<file path="src/rtl/imm_gen_pipe.sv">
// Pipelined RISC-V immediate generator with a 2-entry skid buffer on the output side.
// Optional CSR zimm format (fmt 6) is compiled in when IMM_ZIMM_EN is defined.
module imm_gen_pipe #(
  parameter int XLEN  = 32,
  parameter int TAG_W = 4
) (
  input  logic             Clock,
  input  logic             Reset,
  input  logic             Flush,
  input  logic             InValid,
  output logic             InReady,
  input  logic [31:0]      InInstr,
  input  logic [TAG_W-1:0] InTag,
  output logic             OutValid,
  input  logic             OutReady,
  output logic [XLEN-1:0]  OutImm,
  output logic [2:0]       OutFmt,
  output logic             OutIllegal,
  output logic [TAG_W-1:0] OutTag
);

  localparam logic [2:0] FMT_R   = 3'd0;
  localparam logic [2:0] FMT_I   = 3'd1;
  localparam logic [2:0] FMT_S   = 3'd2;
  localparam logic [2:0] FMT_B   = 3'd3;
  localparam logic [2:0] FMT_U   = 3'd4;
  localparam logic [2:0] FMT_J   = 3'd5;
  localparam logic [2:0] FMT_ILL = 3'd7;

  localparam logic [6:0] OPC_LOAD      = 7'b0000011;
  localparam logic [6:0] OPC_OP_IMM    = 7'b0010011;
  localparam logic [6:0] OPC_AUIPC     = 7'b0010111;
  localparam logic [6:0] OPC_OP_IMM_32 = 7'b0011011;
  localparam logic [6:0] OPC_STORE     = 7'b0100011;
  localparam logic [6:0] OPC_OP        = 7'b0110011;
  localparam logic [6:0] OPC_LUI       = 7'b0110111;
  localparam logic [6:0] OPC_OP_32     = 7'b0111011;
  localparam logic [6:0] OPC_BRANCH    = 7'b1100011;
  localparam logic [6:0] OPC_JALR      = 7'b1100111;
  localparam logic [6:0] OPC_JAL       = 7'b1101111;
  localparam logic [6:0] OPC_SYSTEM    = 7'b1110011;

  localparam bit IS_RV64 = (XLEN == 64);

  typedef struct packed {
    logic [XLEN-1:0]  imm;
    logic [2:0]       fmt;
    logic             ill;
    logic [TAG_W-1:0] tag;
  } entry_t;

  typedef enum logic [1:0] {
    ST_EMPTY = 2'd0,
    ST_ONE   = 2'd1,
    ST_TWO   = 2'd2
  } state_t;

  state_t state_q, state_d;
  entry_t m_q, m_d;
  entry_t s_q, s_d;
  entry_t dec_entry;
  logic   out_valid_q, out_valid_d;
  logic   in_ready_q, in_ready_d;
  logic   accept, drain;

  logic [XLEN-1:0] imm_i, imm_s, imm_b, imm_u, imm_j;
  logic [6:0]      opcode;

  // Every candidate immediate is sign-extended from its top bit, which is always InInstr[31].
  assign imm_i  = XLEN'($signed(InInstr[31:20]));
  assign imm_s  = XLEN'($signed({InInstr[31:25], InInstr[11:7]}));
  assign imm_b  = XLEN'($signed({InInstr[31], InInstr[7], InInstr[30:25], InInstr[11:8], 1'b0}));
  assign imm_u  = XLEN'($signed({InInstr[31:12], 12'b0}));
  assign imm_j  = XLEN'($signed({InInstr[31], InInstr[19:12], InInstr[20], InInstr[30:21], 1'b0}));
  assign opcode = InInstr[6:0];

  always_comb begin
    dec_entry     = '0;
    dec_entry.tag = InTag;
    dec_entry.fmt = FMT_ILL;
    dec_entry.ill = 1'b1;
    if (InInstr[1:0] == 2'b11) begin
      unique case (opcode)
        OPC_LOAD, OPC_OP_IMM, OPC_JALR: begin
          dec_entry.fmt = FMT_I;
          dec_entry.ill = 1'b0;
          dec_entry.imm = imm_i;
        end
        OPC_OP_IMM_32: begin
          if (IS_RV64) begin
            dec_entry.fmt = FMT_I;
            dec_entry.ill = 1'b0;
            dec_entry.imm = imm_i;
          end
        end
        OPC_STORE: begin
          dec_entry.fmt = FMT_S;
          dec_entry.ill = 1'b0;
          dec_entry.imm = imm_s;
        end
        OPC_BRANCH: begin
          dec_entry.fmt = FMT_B;
          dec_entry.ill = 1'b0;
          dec_entry.imm = imm_b;
        end
        OPC_LUI, OPC_AUIPC: begin
          dec_entry.fmt = FMT_U;
          dec_entry.ill = 1'b0;
          dec_entry.imm = imm_u;
        end
        OPC_JAL: begin
          dec_entry.fmt = FMT_J;
          dec_entry.ill = 1'b0;
          dec_entry.imm = imm_j;
        end
        OPC_OP: begin
          dec_entry.fmt = FMT_R;
          dec_entry.ill = 1'b0;
        end
        OPC_OP_32: begin
          if (IS_RV64) begin
            dec_entry.fmt = FMT_R;
            dec_entry.ill = 1'b0;
          end
        end
        OPC_SYSTEM: begin
          dec_entry.ill = 1'b0;
`ifdef IMM_ZIMM_EN
          // funct3[2] selects the immediate CSR forms; rs1 field carries an unsigned 5-bit uimm.
          if (InInstr[14]) begin
            dec_entry.fmt = 3'd6;
            dec_entry.imm = XLEN'(InInstr[19:15]);
          end else begin
            dec_entry.fmt = FMT_I;
            dec_entry.imm = imm_i;
          end
`else
          dec_entry.fmt = FMT_I;
          dec_entry.imm = imm_i;
`endif
        end
        default: begin
          dec_entry.fmt = FMT_ILL;
          dec_entry.ill = 1'b1;
        end
      endcase
    end
  end

  assign accept = InValid && in_ready_q && !Flush;
  assign drain  = out_valid_q && OutReady;

  always_comb begin
    state_d = state_q;
    m_d     = m_q;
    s_d     = s_q;
    unique case (state_q)
      ST_EMPTY: begin
        if (accept) begin
          m_d     = dec_entry;
          state_d = ST_ONE;
        end
      end
      ST_ONE: begin
        if (accept && drain) begin
          m_d = dec_entry;
        end else if (accept) begin
          s_d     = dec_entry;
          state_d = ST_TWO;
        end else if (drain) begin
          state_d = ST_EMPTY;
        end
      end
      ST_TWO: begin
        if (drain) begin
          m_d     = s_q;
          state_d = ST_ONE;
        end
      end
      default: state_d = ST_EMPTY;
    endcase
    if (Flush) begin
      state_d = ST_EMPTY;
    end
    // Handshake flags are registered copies of the next state so no output is combinational.
    out_valid_d = (state_d != ST_EMPTY);
    in_ready_d  = (state_d != ST_TWO);
  end

  always_ff @(posedge Clock or negedge Reset) begin
    if (!Reset) begin
      state_q     <= ST_EMPTY;
      m_q         <= '0;
      s_q         <= '0;
      out_valid_q <= 1'b0;
      in_ready_q  <= 1'b0;
    end else begin
      state_q     <= state_d;
      m_q         <= m_d;
      s_q         <= s_d;
      out_valid_q <= out_valid_d;
      in_ready_q  <= in_ready_d;
    end
  end

  assign InReady    = in_ready_q;
  assign OutValid   = out_valid_q;
  assign OutImm     = m_q.imm;
  assign OutFmt     = m_q.fmt;
  assign OutIllegal = m_q.ill;
  assign OutTag     = m_q.tag;

endmodule

</file>
<file path="config.mk">
export PLATFORM = sky130hd
export DESIGN_NAME = imm_gen_pipe
export DESIGN_NICKNAME = d
export VERILOG_FILES = /design/src/rtl/imm_gen_pipe.sv
export SDC_FILE = /design/constraint.sdc
export NUM_CORES = 1
export LEC_CHECK = 0
export ABC_CLOCK_PERIOD_IN_PS = 1700
export CORE_AREA = 8 8 127 129
export CTS_BUF_LIST = sky130_fd_sc_hd__clkbuf_2
export DETAILED_ROUTE_END_ITERATION = 10
export DIE_AREA = 0 0 135 137
export PLACE_DENSITY = 0.61
export REMOVE_ABC_BUFFERS = 1
export SETUP_SLACK_MARGIN = 0.4
export SLEW_MARGIN = 20
export SYNTH_ARGS = -nofsm -noshare
export SYNTH_HDL_FRONTEND = slang
export SYNTH_SLANG_ARGS = --single-unit
</file>
<file path="constraint.sdc">
create_clock -name Clock -period 1.7 [get_ports Clock]
set_input_delay 0.17 -clock Clock [delete_from_list [all_inputs] [get_ports Clock]]
set_output_delay 0.17 -clock Clock [all_outputs]
set_load 0.01 [all_outputs]
</file>
==> results of run 1 <==
[final cells by class]
cell class / count / area [um^2]
fillers: 1389 / 7750
flip-flops and latches: 84 / 2100
multi-input cells: 334 / 2060
repair buffers: 202 / 1940
well taps: 184 / 230
clock buffers: 12 / 60.1
clock inverters: 4 / 50.0
inverters: 3 / 11.3
[metal layers]
layer | global-route usage (%) | vias to the layer above | part of all wire [%]
li1 | - | 2000 | -
met1 | 18.2 | 2021 | 43
met2 | 24.5 | 151 | 48
met3 | 4.07 | 25 | 6.9
met4 | 5.49 | 0 | 2.1
met5 | 0 | - | 0
[cells in the final DEF (no fill, tap or decap), types with 3 or more instances in the layout]
cell type        instances
clkbuf_2                12
clkbuf_16                4
nor2b_1                  3
buf_2                   22
a221o_1                  7
o21ai_0                 23
o31ai_1                  3
nand2_2                  4
o21a_1                   3
o21ai_2                  9
nand2_1                 63
nand2b_1                 5
nand3_1                 15
nor2_2                   4
a21oi_2                  6
a31oi_1                  6
a22o_1                  18
buf_6                   32
nor2_4                   4
a221oi_1                 5
buf_4                   89
and3_1                   6
clkdlybuf4s50_1         39
buf_12                   8
nor2_1                  43
inv_1                    3
a221oi_2                 4
o21ai_1                 18
dfrtp_1                 83
a21oi_1                 41
[cells by family (layout without fill, tap and decap cells)]
kind of cell              count (synthesis)  after routing  synth area share [%]
and+or+nand+nor                         168            169                  18.5
muxes                                     3              3                 0.759
AOI/OAI and AO/OA                       159            161                  24.8
buffers and inverters                    38            221                  4.71
DFF                                      84             84                  51.0
xor gates and xnor gates                  1              1                 0.213
[stage by stage]
stage | setup TNS, ps | total power, mW | std cells | worst slack [ps] | instance area (um^2)
after detailed placement | -26160 | 3.95 | 756 | -542 | 5620
after CTS | -785 | 5.13 | 807 | -80.4 | 6120
after floorplan | -111610 | 3.20 | 418 | -1930 | 3940
final | -1340 | 5.24 | 823 | -79.5 | 6450
after global placement | -23020 | 3.89 | 756 | -470 | 5620
after global routing | -6410 | 5.58 | 823 | -160 | 6450
[critical path, cell delays in order (launching register included)]
cell	delay [ps]
dfrtp_1	410
buf_4	110
buf_4	100
nand2_2	60
or4_4	550
buf_12	180
nor2_4	150
a22o_1	180
[path summary, 6_finish.rpt]
| path | cells past startpoint | end | slack, ps | startpoint |
|---|---|---|---|---|
| hold reg to reg | 2 | s_q[39]$_DFFE_PN0P_ | 510 | s_q[39]$_DFFE_PN0P_ |
| max in group asynchronous | 3 | OutImm[8]$_DFFE_PN0P_ | 670 | Reset |
| setup reg to reg | 7 | s_q[14]$_DFFE_PN0P_ | -80 | InReady$_DFF_PN0_ |
| hold / removal | 3 | OutImm[4]$_DFFE_PN0P_ | 90 | Reset |
| setup / recovery | 7 | s_q[14]$_DFFE_PN0P_ | -80 | InReady$_DFF_PN0_ |
| min in group Clock | 3 | s_q[1]$_DFFE_PN0P_ | 140 | InTag[1] |
[sequential cells by signal, summed over array words and instances, names as in the netlist]
register,count
OutValid,1
OutIllegal,1
OutImm,32
OutTag,4
state_q,2
InReady,1
s_q,40
OutFmt,3
[report_power, final]
part           total [mW]  internal [mW]  switching, mW
Clock                1.04          0.354          0.689
Sequential           2.66           2.40          0.253
Combinational        1.54          0.825          0.714
Total                5.24           3.58           1.66
[timing repair]
item	4_1_cts	5_1_grt
resized for setup	244	34
endpoints found under the hold margin	84	0
setup endpoints to repair	126	140
pin swaps	16	13
gates cloned	6	5
hold buffers	3	0
buffers inserted	26	11
==> impl_metrics.toml, run 1 <==
[run_status]
status = "complete, but fails checks"
violations = "negative setup slack"

[synth]
synth_flop_cell = "dfrtp_1"
synthArstFlopShare_pct = 100
seq_area_frac_synth_pct = 51.0
ys_ff_latch = 84
synth_common_cells = "84 x dfrtp_1, 67 x nand2_1, 50 x nor2_1, 47 x a21oi_1, 38 x o21ai_0"
synthTopCellsByArea = "dfrtp_1 51%, nand2_1 6.1%, a21oi_1 5.7%, o21ai_0 4.6%, nor2_1 4.6%"
syn-instance-count = 453
yosys.area.top_type = "dfrtp_1"
yosysMostFrequentCell = "dfrtp_1"
yosys.area.top_type_share_pct = 51.0
synth_area_mm2 = 0.00412
ys.warnings.count = 0
synth_edf_count = 0
avgSynthCellArea_um2 = 9.10
synth_cell_types = 50

[route]
viasPerCell = 5.10
drt-pass1-iter-count = 5
post-route-drc-count = 0
drt_iter0_markers = 395
wl_um = 13800
ant_nets = 0
vias = 4197
avgRoutedWirePerCell_um = 16.8

[floorplanning]
die_x_um = 135
io_pins = 83
core_mm2 = 0.0142
initial_core_util_pct = 29.0
die_h_um = 137
rows = 44
die_area_mm2 = 0.0185

[cts]
h-tree-depth = 3
cts_sinks = 84
clk_latency_ps = 560
cts_max_path_buffers = 2
cts_tree = "built"
clkTransAtPathRegs_ps = 230
cts_inserted_buffers = 9
clockRootBuffer = "clkbuf_2"

[global_route]
grt_usage_pct = 14.9
grt_max_degree = 36
antenna_found_initial = 0
grt_pass1_wl_um = 21700
grt_pass1_vias = 4248
grt_overflow = 0

[power_and_ir_drop]
pwr_density_cell_mw_per_mm2 = 812
p_leak_nw = 2.96
peakVddDrop_mv = 0.369

[timing]
fin_worst_skew_ps = 17.0
fin_ws_ps = -79.5
finalHoldViolations = 0
period_share_pct = 105
timing.fmax_mhz = 562
holdWs_ps = 88.1
relSlewSlack_pct = 47.7
drv_slew = 0
grt_setup_unrepaired = "true"
worstMarginPinSlew_ps = 780
fin_crit_ps = 1780
setup_viol = 37

[setup_path]
arrival_ps = 2310
crit_path_max_fanout = 6
required_ps = 2230
crit_type = "flip-flop to flip-flop"
crit_path_end_kind = "flip-flop"
cp-start-kind = "flip-flop"

[finish]
syn2layout_area_growth_pct = 56.6
final_util_pct = 45.4
num_antenna_cells = 0
drive_above_1_share_pct = 35.5
nets = 675

[placed_design]
routabilityCongestion = 0.855
portBuffers = 82
detailed_place_hpwl_um = 9220

[worst_hold_path]
hp-class = "input port to asynchronous set/reset pin"

[job]
max_cap_viol_count = 0
Power figures use the tool's default switching activity.
==> run 2: changes to the inputs <==
CORE_AREA = 8 8 107 99   (was 8 8 127 129)
DIE_AREA = 0 0 115 107   (was 0 0 135 137)
PLACE_DENSITY = 0.86   (was 0.61)
==> run 2 against run 1 <==
  * Power grew 3.9%
  * Critical path depth grew 2
  * Sequential cell count is the same
  * The flow still finishes with violations (negative setup slack)
  * Die area shrank 33%
  * Setup slack gained 8.9 ps
  * Combinational power grew 5%
  * Largest power group unchanged
  * Count of clock-buffer cells in the layout shrank 2
  * Clock skew grew 26 ps
  * Design area shrank 1.1%
==> impl_metrics.toml, run 2 (synthesis gave the netlist of run 1 again) <==
[finish]
num_antenna_cells = 0
drive_above_1_share_pct = 39.2
top_register = "s_q"
layout_common_cells = "87 x buf_4, 84 x dfrtp_1, 58 x nand2_1"
finalNonFillerCells = 755
nets = 669
layout_commonest_cell = "buf_4"
n_fill_cell = 627
syn2layout_area_growth_pct = 54.9
largest_reg_flops = 40
fin_area_mm2 = 0.00638

[cts]
cts_inserted_buffers = 9
h-tree-depth = 3
cts_tree = "built"
cts_sinks = 84
clockRootBuffer = "clkbuf_2"
clkTransAtPathRegs_ps = 270
cts_max_path_buffers = 2
clk_latency_ps = 560

[global_route]
grt_usage_pct = 21.3
grt_pass1_wl_um = 21000
grt_max_degree = 40
grt_overflow = 0
antenna_found_initial = 0
grt_pass1_vias = 4288

[route]
ant_nets = 0
vias = 4388
avgRoutedWirePerCell_um = 18.7
wl_um = 14100
drt-pass1-iter-count = 5
drt_iter0_markers = 282
viasPerCell = 5.81
post-route-drc-count = 0

[setup_path]
crit_path_max_fanout = 5
required_ps = 2180
crit_type = "flip-flop to flip-flop"
cp-start-kind = "flip-flop"
arrival_ps = 2250
crit_path_end_kind = "flip-flop"

[power_and_ir_drop]
switching_share_pct = 33.8
p_clk_share_pct = 20.7
combPwrFrac_pct = 29.8
pwr_density_cell_mw_per_mm2 = 853
peakVddDrop_mv = 0.600
p_int_mw = 3.61
seqPwrFrac_pct = 49.5
netSwitchingPower_mw = 1.84
p_leak_nw = 2.94

[timing]
relSlewSlack_pct = 43.9
worstMarginPinSlew_ps = 836
grt_setup_unrepaired = "true"
timing.fmax_mhz = 565
fin_crit_ps = 1770
drv_slew = 0
finalHoldViolations = 0
period_share_pct = 104
fin_ws_ps = -70.6
setup_viol = 14
fin_worst_skew_ps = 43.2

[floorplanning]
core_mm2 = 0.00884
rows = 33
io_pins = 83
die_h_um = 107
die_x_um = 115
initial_core_util_pct = 46.6
die_area_mm2 = 0.0123

[placed_design]
routabilityCongestion = 0.907
dp_cells = 689
detailed_place_hpwl_um = 8770
dp_worst_setup_slack_ps = -371
dpl-instance-area_mm2 = 0.00548
portBuffers = 82

[run_status]
violations = "negative setup slack"
status = "complete, but fails checks"

[job]
max_cap_viol_count = 0

[worst_hold_path]
hp-class = "input port to asynchronous set/reset pin"
## run 2: power groups by stage
stage / clock (mW) / combinational (mW) / sequential (mW)
final: 1.13 / 1.62 / 2.70
after global routing: 1.22 / 1.75 / 2.74
after CTS: 1.12 / 1.35 / 2.63
after detailed placement: 0 / 1.27 / 2.67
after global placement: 0 / 1.22 / 2.64
after floorplan: 0 / 0.523 / 2.68
## run 2: per-stage QoR
stage	hold WS, ps	util [%]	TNS (ps)	power, mW
2_1_floorplan	-126	-	-111610	3.20
3_3_place_gp	114	62.0	-18090	3.87
3_5_place_dp	119	62.0	-21880	3.94
4_1_cts	35.3	66.1	0	5.10
5_1_grt	22.9	72.2	-3510	5.70
6_report	47.9	72.2	-247	5.44
## run 2: worst paths after layout
kind | to | cells after the start | from | slack [ps]
worst max register to register | s_q[38]$_DFFE_PN0P_ | 9 | OutValid$_DFF_PN0_ | -70
max in group asynchronous | OutIllegal$_DFFE_PN0P_ | 3 | Reset | 1060
worst max-delay path | s_q[38]$_DFFE_PN0P_ | 9 | OutValid$_DFF_PN0_ | -70
worst min register to register | s_q[6]$_DFFE_PN0P_ | 2 | s_q[6]$_DFFE_PN0P_ | 520
min in group Clock | s_q[21]$_DFFE_PN0P_ | 3 | InInstr[13] | 170
worst min-delay path | OutImm[27]$_DFFE_PN0P_ | 2 | Reset | 50
## run 2: layout make-up
type	instances	area [um^2]	area share (%)
tap	122	153	2.39
timing repair buffer	196	1820	28.6
sequential	84	2100	32.9
clock buffer	10	50.0	0.784
clock inverter	6	71.3	1.12
inverter	3	11.3	0.176
multi-input combinational	334	2170	34.0
## run 2: layer usage
metal | vias up | part of all wire (%) | global-route usage (%)
met4 | 0 | 2.2 | 9.56
met2 | 237 | 49 | 34.5
met1 | 2142 | 40 | 25.8
li1 | 1977 | - | -
met3 | 32 | 8.5 | 5.96
met5 | - | 0 | 0
## run 2: critical path, stage by stage (launching register included)
cell and delay [ps]:
dfrtp_1 470, nand2_2 90, nand2_2 70, buf_6 120
nor4_4 330, buf_6 200, buf_12 120, clkbuf_16 140
nor2_1 50, a21oi_2 140
## run 2: repair_timing
item                       4_1_cts  5_1_grt
hold buffers                     1        0
setup buffers                   24       17
resized for setup              216       90
gates cloned                     5        3
setup endpoints to repair      126      126
pin swaps                       10       23
hold endpoints to repair        84        0
==> run 3: changes to the inputs <==
CTS_CLUSTER_DIAMETER = 50   (was unset)
==> results of run 3 <==
The final DEF is identical to that of run 2; final timing and power are the same.
